[config.mk]
export PLATFORM = sky130hd
export DESIGN_NAME = data_cache_flat
export DESIGN_NICKNAME = d
export VERILOG_FILES = /design/src/rtl/data_cache_if.sv /design/src/rtl/data_cache.sv /design/src/flat_wrapper.sv
export SDC_FILE = /design/constraint.sdc
export NUM_CORES = 2
export LEC_CHECK = 0
export BUFFER_PORTS_ARGS = -buffer_cell sky130_fd_sc_hd__clkbuf_2
export CORE_UTILIZATION = 52
export DETAILED_ROUTE_END_ITERATION = 7
export GPL_ROUTABILITY_DRIVEN = 1
export HOLD_SLACK_MARGIN = 0.05
export PLACE_DENSITY = 0.73
export SLEW_MARGIN = 20
export SYNTH_ARGS = -nofsm -noshare
export SYNTH_HDL_FRONTEND = slang
export SYNTH_SLANG_ARGS = --single-unit
[constraint.sdc]
create_clock -name CLK -period 12.5 [get_ports CLK]
set_input_delay 1.875 -clock CLK [delete_from_list [all_inputs] [get_ports CLK]]
set_output_delay 1.875 -clock CLK [all_outputs]
set_load 0.1 [all_outputs]
[src/rtl/data_cache_if.sv]
// rtl/data_cache_if.sv - CPU memory-stage and block-memory signals of the data cache
interface data_cache_if;
  // CPU memory-stage side
  logic [3:0]   memReadEn;
  logic [2:0]   memWriteEn;
  logic [31:0]  DATA_CACHE_ADDR;
  logic [31:0]  DATA_CACHE_DATA;
  logic [31:0]  DATA_CACHE_READ_DATA;
  logic         DATA_CACHE_BUSY_WAIT;
  // block memory side
  logic         mem_read;
  logic         mem_write;
  logic [27:0]  mem_address;
  logic [127:0] mem_writedata;
  logic [127:0] mem_readdata;
  logic         mem_busywait;
  // statistics
  logic [31:0]  hit_count;
  logic [31:0]  miss_count;

  // the cache itself
  modport slave (
    input  memReadEn, memWriteEn, DATA_CACHE_ADDR, DATA_CACHE_DATA,
    input  mem_readdata, mem_busywait,
    output DATA_CACHE_READ_DATA, DATA_CACHE_BUSY_WAIT,
    output mem_read, mem_write, mem_address, mem_writedata,
    output hit_count, miss_count
  );

  // the environment: CPU pipeline plus block memory
  modport master (
    output memReadEn, memWriteEn, DATA_CACHE_ADDR, DATA_CACHE_DATA,
    output mem_readdata, mem_busywait,
    input  DATA_CACHE_READ_DATA, DATA_CACHE_BUSY_WAIT,
    input  mem_read, mem_write, mem_address, mem_writedata,
    input  hit_count, miss_count
  );
endinterface

[src/rtl/data_cache.sv]
// rtl/data_cache.sv - direct-mapped write-back write-allocate data cache (optional stats: DATA_CACHE_STATS_EN)
module data_cache #(
  parameter int NUM_SETS = 8
) (
  input logic        CLK,
  input logic        RESET,
  data_cache_if.slave bus
);
  localparam int IDX_W = $clog2(NUM_SETS);
  localparam int TAG_W = 28 - IDX_W;

  typedef enum logic [1:0] {IDLE, WRITE_BACK, FETCH, UPDATE} state_t;

  state_t             state_q, state_d;
  logic [NUM_SETS-1:0] valid_q, dirty_q;
  logic [TAG_W-1:0]   tag_q  [NUM_SETS];
  logic [127:0]       data_q [NUM_SETS];
  logic [127:0]       fill_q;

  logic [IDX_W-1:0]   idx;
  logic [TAG_W-1:0]   addr_tag;
  logic [1:0]         word_sel;
  logic               rd_req, wr_req, req, hit, idle;
  logic [127:0]       line;
  logic [31:0]        cur_word, ld_word, st_word;
  logic [127:0]       st_line;
  logic [7:0]         ld_byte;
  logic [15:0]        ld_half;

  assign idx      = bus.DATA_CACHE_ADDR[4+IDX_W-1:4];
  assign addr_tag = bus.DATA_CACHE_ADDR[31:4+IDX_W];
  assign word_sel = bus.DATA_CACHE_ADDR[3:2];
  assign rd_req   = bus.memReadEn[3];
  assign wr_req   = bus.memWriteEn[2];
  assign req      = rd_req | wr_req;
  assign hit      = valid_q[idx] && (tag_q[idx] == addr_tag);
  assign idle     = (state_q == IDLE);
  assign line     = data_q[idx];
  assign cur_word = line[{word_sel, 5'b00000} +: 32];
  assign ld_byte  = cur_word[{bus.DATA_CACHE_ADDR[1:0], 3'b000} +: 8];
  assign ld_half  = cur_word[{bus.DATA_CACHE_ADDR[1], 4'b0000} +: 16];

  // load lane selection and sign/zero extension; zero whenever no load is requested
  always_comb begin
    ld_word = cur_word;
    case (bus.memReadEn[2:0])
      3'b000:  ld_word = {{24{ld_byte[7]}}, ld_byte};
      3'b001:  ld_word = {{16{ld_half[15]}}, ld_half};
      3'b100:  ld_word = {24'h0, ld_byte};
      3'b101:  ld_word = {16'h0, ld_half};
      default: ld_word = cur_word;
    endcase
    bus.DATA_CACHE_READ_DATA = (rd_req && !RESET) ? ld_word : 32'h0;
  end

  // store merge: only the selected byte lanes of the addressed word change
  always_comb begin
    st_word = cur_word;
    case (bus.memWriteEn[1:0])
      2'b00:   st_word[{bus.DATA_CACHE_ADDR[1:0], 3'b000} +: 8]  = bus.DATA_CACHE_DATA[7:0];
      2'b01:   st_word[{bus.DATA_CACHE_ADDR[1], 4'b0000} +: 16] = bus.DATA_CACHE_DATA[15:0];
      default: st_word = bus.DATA_CACHE_DATA;
    endcase
    st_line = line;
    st_line[{word_sel, 5'b00000} +: 32] = st_word;
  end

  // state register
  always_ff @(posedge CLK or posedge RESET) begin
    if (RESET) state_q <= IDLE;
    else       state_q <= state_d;
  end

  // next-state: misses evict a dirty line first, then fetch and install
  always_comb begin
    state_d = state_q;
    case (state_q)
      IDLE:       if (req && !hit) state_d = dirty_q[idx] ? WRITE_BACK : FETCH;
      WRITE_BACK: if (!bus.mem_busywait) state_d = FETCH;
      FETCH:      if (!bus.mem_busywait) state_d = UPDATE;
      UPDATE:     state_d = IDLE;
      default:    state_d = IDLE;
    endcase
  end

  // outputs: memory requests decode from the registered state only
  always_comb begin
    bus.mem_read      = (state_q == FETCH);
    bus.mem_write     = (state_q == WRITE_BACK);
    bus.mem_address   = 28'h0;
    bus.mem_writedata = 128'h0;
    if (state_q == WRITE_BACK) begin
      bus.mem_address   = {tag_q[idx], idx};
      bus.mem_writedata = line;
    end else if (state_q == FETCH) begin
      bus.mem_address   = bus.DATA_CACHE_ADDR[31:4];
    end
    bus.DATA_CACHE_BUSY_WAIT = !RESET && ((idle && req && !hit) || !idle);
  end

  // line status bits; reset invalidates everything, dropping any dirty data
  always_ff @(posedge CLK or posedge RESET) begin
    if (RESET) begin
      valid_q <= '0;
      dirty_q <= '0;
    end else if (state_q == UPDATE) begin
      valid_q[idx] <= 1'b1;
      dirty_q[idx] <= 1'b0;
    end else if (idle && wr_req && hit) begin
      dirty_q[idx] <= 1'b1;
    end
  end

  // line payload, tags and the fetched-block holding register
  always_ff @(posedge CLK) begin
    if (state_q == FETCH && !bus.mem_busywait) fill_q <= bus.mem_readdata;
    if (state_q == UPDATE) begin
      data_q[idx] <= fill_q;
      tag_q[idx]  <= addr_tag;
    end else if (idle && wr_req && hit) begin
      data_q[idx] <= st_line;
    end
  end

`ifdef DATA_CACHE_STATS_EN
  logic [31:0] hit_q, miss_q;
  logic        cmpl_q;

  // cmpl_q marks the IDLE cycle right after UPDATE, whose hit finishes a miss and is not counted
  always_ff @(posedge CLK or posedge RESET) begin
    if (RESET) begin
      hit_q  <= 32'h0;
      miss_q <= 32'h0;
      cmpl_q <= 1'b0;
    end else begin
      cmpl_q <= (state_q == UPDATE);
      if (idle && req && hit && !cmpl_q) hit_q <= hit_q + 32'h1;
      if (idle && req && !hit)           miss_q <= miss_q + 32'h1;
    end
  end

  assign bus.hit_count  = hit_q;
  assign bus.miss_count = miss_q;
`else
  assign bus.hit_count  = 32'h0;
  assign bus.miss_count = 32'h0;
`endif
endmodule

[src/flat_wrapper.sv]
// flat-port wrapper written by rule: the top's interface ports become plain ports
module data_cache_flat 
#(
  parameter int NUM_SETS = 8
)
  (CLK, RESET, bus_memReadEn, bus_memWriteEn, bus_DATA_CACHE_ADDR, bus_DATA_CACHE_DATA, bus_mem_readdata, bus_mem_busywait, bus_DATA_CACHE_READ_DATA, bus_DATA_CACHE_BUSY_WAIT, bus_mem_read, bus_mem_write, bus_mem_address, bus_mem_writedata, bus_hit_count, bus_miss_count);
  data_cache_if bus_i ();
  input logic CLK;
  input logic RESET;
  input wire logic [$bits(bus_i.memReadEn)-1:0] bus_memReadEn;
  input wire logic [$bits(bus_i.memWriteEn)-1:0] bus_memWriteEn;
  input wire logic [$bits(bus_i.DATA_CACHE_ADDR)-1:0] bus_DATA_CACHE_ADDR;
  input wire logic [$bits(bus_i.DATA_CACHE_DATA)-1:0] bus_DATA_CACHE_DATA;
  input wire logic [$bits(bus_i.mem_readdata)-1:0] bus_mem_readdata;
  input wire logic [$bits(bus_i.mem_busywait)-1:0] bus_mem_busywait;
  output wire logic [$bits(bus_i.DATA_CACHE_READ_DATA)-1:0] bus_DATA_CACHE_READ_DATA;
  output wire logic [$bits(bus_i.DATA_CACHE_BUSY_WAIT)-1:0] bus_DATA_CACHE_BUSY_WAIT;
  output wire logic [$bits(bus_i.mem_read)-1:0] bus_mem_read;
  output wire logic [$bits(bus_i.mem_write)-1:0] bus_mem_write;
  output wire logic [$bits(bus_i.mem_address)-1:0] bus_mem_address;
  output wire logic [$bits(bus_i.mem_writedata)-1:0] bus_mem_writedata;
  output wire logic [$bits(bus_i.hit_count)-1:0] bus_hit_count;
  output wire logic [$bits(bus_i.miss_count)-1:0] bus_miss_count;
  assign bus_i.memReadEn = bus_memReadEn;
  assign bus_i.memWriteEn = bus_memWriteEn;
  assign bus_i.DATA_CACHE_ADDR = bus_DATA_CACHE_ADDR;
  assign bus_i.DATA_CACHE_DATA = bus_DATA_CACHE_DATA;
  assign bus_i.mem_readdata = bus_mem_readdata;
  assign bus_i.mem_busywait = bus_mem_busywait;
  assign bus_DATA_CACHE_READ_DATA = bus_i.DATA_CACHE_READ_DATA;
  assign bus_DATA_CACHE_BUSY_WAIT = bus_i.DATA_CACHE_BUSY_WAIT;
  assign bus_mem_read = bus_i.mem_read;
  assign bus_mem_write = bus_i.mem_write;
  assign bus_mem_address = bus_i.mem_address;
  assign bus_mem_writedata = bus_i.mem_writedata;
  assign bus_hit_count = bus_i.hit_count;
  assign bus_miss_count = bus_i.miss_count;
  data_cache #(.NUM_SETS(NUM_SETS)) u_core (.CLK(CLK), .RESET(RESET), .bus(bus_i));
endmodule
Yosys cells after proc, flatten, opt, wreduce, memory -nomap -nowiden
Memory sizes are Yosys's and may differ from the RTL's.
Index checks and enable logic that the tools add are counted.
{"block": "word_totals", "word_cells": 85, "ram_bits": 1224, "in_bits": 202, "ff_bits": 146, "n_memories": 2}
{"block": "classes", "shifts": 9, "n_eq_ne": 11, "muxes": 28, "addsub": 3, "n_reduce_logical": 20, "n_bitwise": 6, "n_lt_le_gt_ge": 2}
{"memory": "u_core.data_q", "depth": 8, "width": 128, "read_ports": 1, "rd_ports_with_merged_regs": 0, "wr": 1, "line": "data_cache.sv:17", "source": "logic [127:0] data_q [NUM_SETS];"}
{"memory": "u_core.tag_q", "depth": 8, "width": 25, "read_ports": 1, "rd_ports_with_merged_regs": 0, "wr": 1, "line": "data_cache.sv:16", "source": "logic [TAG_W-1:0] tag_q [NUM_SETS];"}
{"cell": "128-bit two-way mux", "n": 2}
{"cell": "128-bit bitwise mux", "n": 1}
{"cell": "32-bit one-hot mux with 4 select lines", "n": 1}
{"cell": "32-bit by 9-bit variable shift with 128-bit output (first input constant)", "n": 1}
{"cell": "128-bit by 8-bit indexed part select with 32-bit output", "n": 1}
{"cell": "32-bit by 9-bit indexed part select with 128-bit output", "n": 1}
{"cell": "32-bit bitwise mux", "n": 2}
{"cell": "32-bit one-hot mux with 2 select lines", "n": 1}
{"cell": "28-bit two-way mux", "n": 2}
{"cell": "32-bit two-way mux", "n": 1}
{"cell": "16-bit by 7-bit variable shift with 32-bit output (first input constant)", "n": 1}
{"cell": "8-bit by 7-bit variable shift with 32-bit output (first input constant)", "n": 1}
{"cell": "16-bit by 7-bit indexed part select with 32-bit output", "n": 1}
{"cell": "32-bit by 6-bit indexed part select with 16-bit output", "n": 1}
{"cell": "32-bit by 6-bit indexed part select with 8-bit output", "n": 1}
{"cell": "8-bit by 7-bit indexed part select with 32-bit output", "n": 1}
{"cell": "25-bit equality test", "n": 1}
{"cell": "8-bit two-way mux", "n": 2}
{"cell": "8-bit OR", "n": 2}
{"cell": "5-bit negation with 7-bit output", "n": 2}
{"cell": "1-bit logical AND", "n": 10}
{"cell": "7-bit negation with 9-bit output", "n": 1}
{"cell": "8-bit AND", "n": 1}
{"cell": "1-bit two-way mux", "n": 8}
{"cell": "other kinds (19)", "n": 33}

Logic depth before layout (Yosys ltp)
{"block": "logic_depth", "ltp_word": 8, "mapped_depth": 15}

Least setup slack after synthesis
OpenSTA, ideal clock, no wires.
{"block": "synth_path", "kind": "input -> register", "start": "input port bus_DATA_CACHE_ADDR[6]", "end": "memory u_core.data_q[0][0] (enable)", "t_arrival_ps": 13163, "path_stages": 12, "path_slack_ps": -1455, "cell_sequence": "buf_6 > buf_2 > mux2_2 > a221oi_1 > o22a_1 > xnor2_1 > a2111oi_0 > nand4_1 > or2_1 > clkbuf_1 > clkbuf_1 > o21ai_0"}
{"block": "synth_between", "elab_chain_cells": 8, "word_cells_on_any_way": 10, "cone_classes": "1 x eq/ne; 5 x mux; 1 x bitwise; 2 x reduce/logical; 1 x memory"}
{"element": "start: declaration", "line": "flat_wrapper.sv:12", "source": "input wire logic [$bits(bus_i.DATA_CACHE_ADDR)-1:0] bus_DATA_CACHE_ADDR;"}
{"element": "memory read 8 x 25 bit or 1-bit binary-select mux with 3-bit select (tied branches)"}
{"element": "25-bit equality test or 1-bit two-way mux (tied branches)", "line": "data_cache.sv:36", "source": "assign hit = valid_q[idx] && (tag_q[idx] == addr_tag);"}
{"element": "1-bit logical AND", "line": "data_cache.sv:36"}
{"element": "1-bit logical AND", "line": "data_cache.sv:120", "source": "end else if (idle && wr_req && hit) begin"}
{"element": "1-bit two-way mux", "line": "data_cache.sv:120"}
{"element": "1-bit two-way mux", "line": "data_cache.sv:117", "source": "if (state_q == UPDATE) begin"}
{"element": "1-bit two-way mux (implied by the code)", "line": "data_cache.sv:121", "source": "data_q[idx] <= st_line;"}
{"element": "1-bit OR (no line)"}
{"element": "end: declaration", "line": "data_cache.sv:17"}
Parallel ways exist; a longest one is shown, timed or not. The select of a mux whose other input is x is not followed.

Worst setup path after layout
{"block": "layout_path", "start": "input port bus_DATA_CACHE_ADDR[4]", "end": "output port bus_DATA_CACHE_READ_DATA[9]"}
{"block": "layout_between", "elab_chain_cells": 5, "word_cells_on_any_way": 6, "cone_classes": "3 x shift; 2 x mux; 1 x memory"}
{"element": "memory read 8 x 128 bit (*)"}
{"element": "128-bit by 8-bit indexed part select with 32-bit output (*)", "line": "data_cache.sv:39", "source": "assign cur_word = line[{word_sel, 5'b00000} +: 32];"}
{"element": "32-bit by 6-bit indexed part select with 16-bit output or 32-bit by 6-bit indexed part select with 8-bit output (tied branches)", "line": "data_cache.sv:41, data_cache.sv:40"}
{"element": "32-bit one-hot mux with 4 select lines (*)", "line": "data_cache.sv:46", "source": "case (bus.memReadEn[2:0])"}
{"element": "32-bit two-way mux (*)", "line": "data_cache.sv:53", "source": "bus.DATA_CACHE_READ_DATA = (rd_req && !RESET) ? ld_word : 32'h0;"}
{"element": "end: declaration", "line": "flat_wrapper.sv:16", "source": "output wire logic [$bits(bus_i.DATA_CACHE_READ_DATA)-1:0] bus_DATA_CACHE_READ_DATA;"}
Every way passes the cells marked *; elsewhere a longest branch is shown, timed or not.

==> reports/metrics.cfg <==
[status]
status=finished, violations left
violations=design-rule violations

[logic_synthesis]
yosysTopAreaCellShare_pct=69.6
synth.avg_cell_area_um2=16.3
yosys_warnings=0
synth-seq-area-share_pct=70.4
synth_ff_type=edfxtp_1
ys_ff_latch=1370
syn_area_um2=58300
yosysTopAreaCell=edfxtp_1
async_flop_share_pct=1.31
syn_inst=3579
netlist_top_cells_area=edfxtp_1 70%, mux2_2 4.7%, mux4_2 3.6%
synth.distinct_cells=82
synth_edf_count=1352

[global_route]
globalRouteMet3Util_pct=12.9
grt-ovfl-total=0
antenna_found_initial=22
use_met1_pct=46.6
grt_pass1_vias=36700
grt_use_met2_pct=50.1
grt.total_usage_pct=34.8
grt_max_degree=129
grt_pass1_wl_um=275000
busiest_layer=met2

[power_and_ir_drop]
p_per_area_nw_per_um2=190
power_mw=12.6
ir_drop_v=0.000153
leakage_nw=22.6

[worst_setup_path]
cpMaxStageDelayCell=a2111oi_0
reg2reg_from=u_core.tag_q[5][12]$_DFFE_PP_
end_kind=output pin
critPathRequiredTime_ps=10620
startpoint=bus_DATA_CACHE_ADDR[4]
crit_fanout=65
arrival_ps=6880
critPathLaunchType=input pin
critPathMaxStageDelay_ps=760
path_buf_inv=3
path_class=in -> out
cpLargestDelayFamily=compound AO/OA/AOI/OAI gates
path_cells=buf_8 > buf_4 > nand2b_1 > nor2_1 > a2111oi_0 > o32a_1 > mux2_2 > nor3_1 > o31ai_1 > o21ai_0 > clkbuf_2

[finish]
nets=4202
stdcell_count=5595
fin_util_pct=59.8
drive_gt1_share_pct=27.0
syn_to_final_growth_pct=13.8

[sta]
finalMaxSlewViolations=0
tns_ps=0
hold_viol=0
post-route-min-period_ps=8750
setup-violations-final=0
fin_crit_sh_pct=70.0
rsz0062_at_grt=false
fmax_mhz=114
slew_headroom_pct=20.2
holdWs_ps=473
fin_skew_ps=38.1
tightest_slew_ps=1200

[place]
portBuffers=392
placed_cells=5329
hpwl_um=122000
gp_congestion=0.949

[die]
dieHeight_um=337
pin_count=457
die_area_um2=113000
dieWidth_um=337
fp.coreArea_um2=111000
start_util_pct=52.5
rows=122

[clock_network]
cts_tree=yes
cts_buffers=140
holdBufCountCts=0
cts_max_level=4
cts_sinks=1370
cts_max_path_buffers=3
clk_pin_slew_worst_paths_ps=60
cts_setup_buffers=0
cts_resized=0
insertion_delay_ps=760
root_buffer=clkbuf_16

[drt]
drtIter0Drc=6479
routed_via_density=6.91
wire_per_inst_um=35.6
dr.pass1.iters=8
drc=12
wirelength_um=199000
ant_nets=0
num_vias=38700

[min_path]
hold_start=u_core.valid_q[6]$_DFFE_PP0P_
hold_path.class=reg -> reg

[job]
max-cap-violations=0

worst register-to-register path: cells and delay by family (launching register included):
family	cells	cell delay, ps
flip-flops	1	360
AND/OR/NAND/NOR	3	1150
AO/OA/AOI/OAI	4	1420
buffers and inverters	3	1680
multiplexers	1	270
state kept, by name, summed over array words and instances (netlist names), named ones only:
| register | count |
|---|---|
| u_core.data_q | 1024 |
| u_core.tag_q | 200 |
| u_core.fill_q | 128 |
| u_core.valid_q | 8 |
| u_core.state_q | 2 |
power by group:
| group | internal [mW] | switching (mW) |
|---|---|---|
| clock network | 2.35 | 1.76 |
| registers | 5.51 | 0.128 |
| logic | 0.516 | 2.35 |
stage by stage:
stage | cell area [um^2] | worst slack (ps)
floorplan | 58500 | -1450
global placement | 61800 | 3770
detailed placement | 61900 | 3750
CTS | 66300 | 3900
global route | 66300 | 3710
finish | 66400 | 3750
layout make-up:
| cell class | count | area, um^2 |
|---|---|---|
| multi-input cells | 1921 | 15800 |
| clock inverters | 69 | 647 |
| inverters | 37 | 145 |
| flip-flops and latches | 1370 | 41000 |
| repair buffers | 515 | 3050 |
| clock buffers | 180 | 3780 |
| fillers | 8269 | 44600 |
| diodes | 15 | 37.5 |
| well taps | 1488 | 1860 |
routing by layer:
metal	wire length [um]	share of wire, %
met2	85700	43
met3	32100	16
met4	10800	5.4
met5	91	0.046
met1	70400	35
cell usage in the layout, fill, tap and decap left out, types with 13 or more instances in the layout:
cell type / instances
mux2_2: 244
a222oi_1: 21
nand2_1: 126
edfxtp_1: 1352
o22a_1: 13
a22o_1: 53
nor2_1: 198
and2_1: 20
clkbuf_1: 33
nand2b_1: 35
o32ai_1: 15
o2bb2ai_1: 37
clkbuf_2: 389
nor3_1: 15
dfrtp_1: 18
mux4_2: 93
inv_1: 32
clkbuf_16: 145
buf_4: 111
clkinv_2: 17
a22oi_1: 81
a21oi_1: 98
diode_2: 15
a221o_1: 59
o22ai_1: 119
mux2i_1: 149
nand3_1: 18
clkinv_1: 26
o21ai_0: 91
conb_1: 64
a221oi_1: 105
cell usage after synthesis, drive strengths merged (19+ instances only):
| library cell | number |
|---|---|
| a221o | 59 |
| nor2 | 201 |
| a222oi | 21 |
| a22oi | 81 |
| nand2b | 35 |
| nand3 | 20 |
| and2 | 23 |
| o22ai | 119 |
| clkbuf | 108 |
| mux4 | 93 |
| mux2i | 149 |
| a21oi | 98 |
| a221oi | 107 |
| o2bb2ai | 37 |
| nor2b | 19 |
| a22o | 53 |
| edfxtp | 1352 |
| o21ai | 102 |
| mux2 | 255 |
| nand2 | 126 |
| inv | 35 |
| buf | 206 |
worst paths after layout:
kind,endpoint,slack [ps],cells past startpoint
max,bus_DATA_CACHE_READ_DATA[9],3750,11
min,u_core.valid_q[6]$_DFFE_PP0P_,470,1
max reg2reg,u_core.data_q[4][86]$_DFFE_PP_,7170,11
min reg2reg,u_core.valid_q[6]$_DFFE_PP0P_,470,1
max in group asynchronous,u_core.valid_q[0]$_DFFE_PP0P_,10680,2
min in group asynchronous,async pin,1310,2
cell families (layout without fill, tap and decap cells):
| family | after synthesis | count (layout) | synth area share (%) |
|---|---|---|---|
| flip-flops | 1370 | 1370 | 70.4 |
| AO/OA/AOI/OAI | 816 | 816 | 10.5 |
| AND/OR/NAND/NOR | 508 | 508 | 4.13 |
| multiplexers | 497 | 497 | 11.1 |
| buffers and inverters | 351 | 801 | 3.28 |
| XOR/XNOR | 21 | 21 | 0.316 |
| adder cells (fa/ha/maj) | 15 | 15 | 0.322 |
| other | 1 | 79 | 0.00643 |
Power figures use the tool's default switching activity.
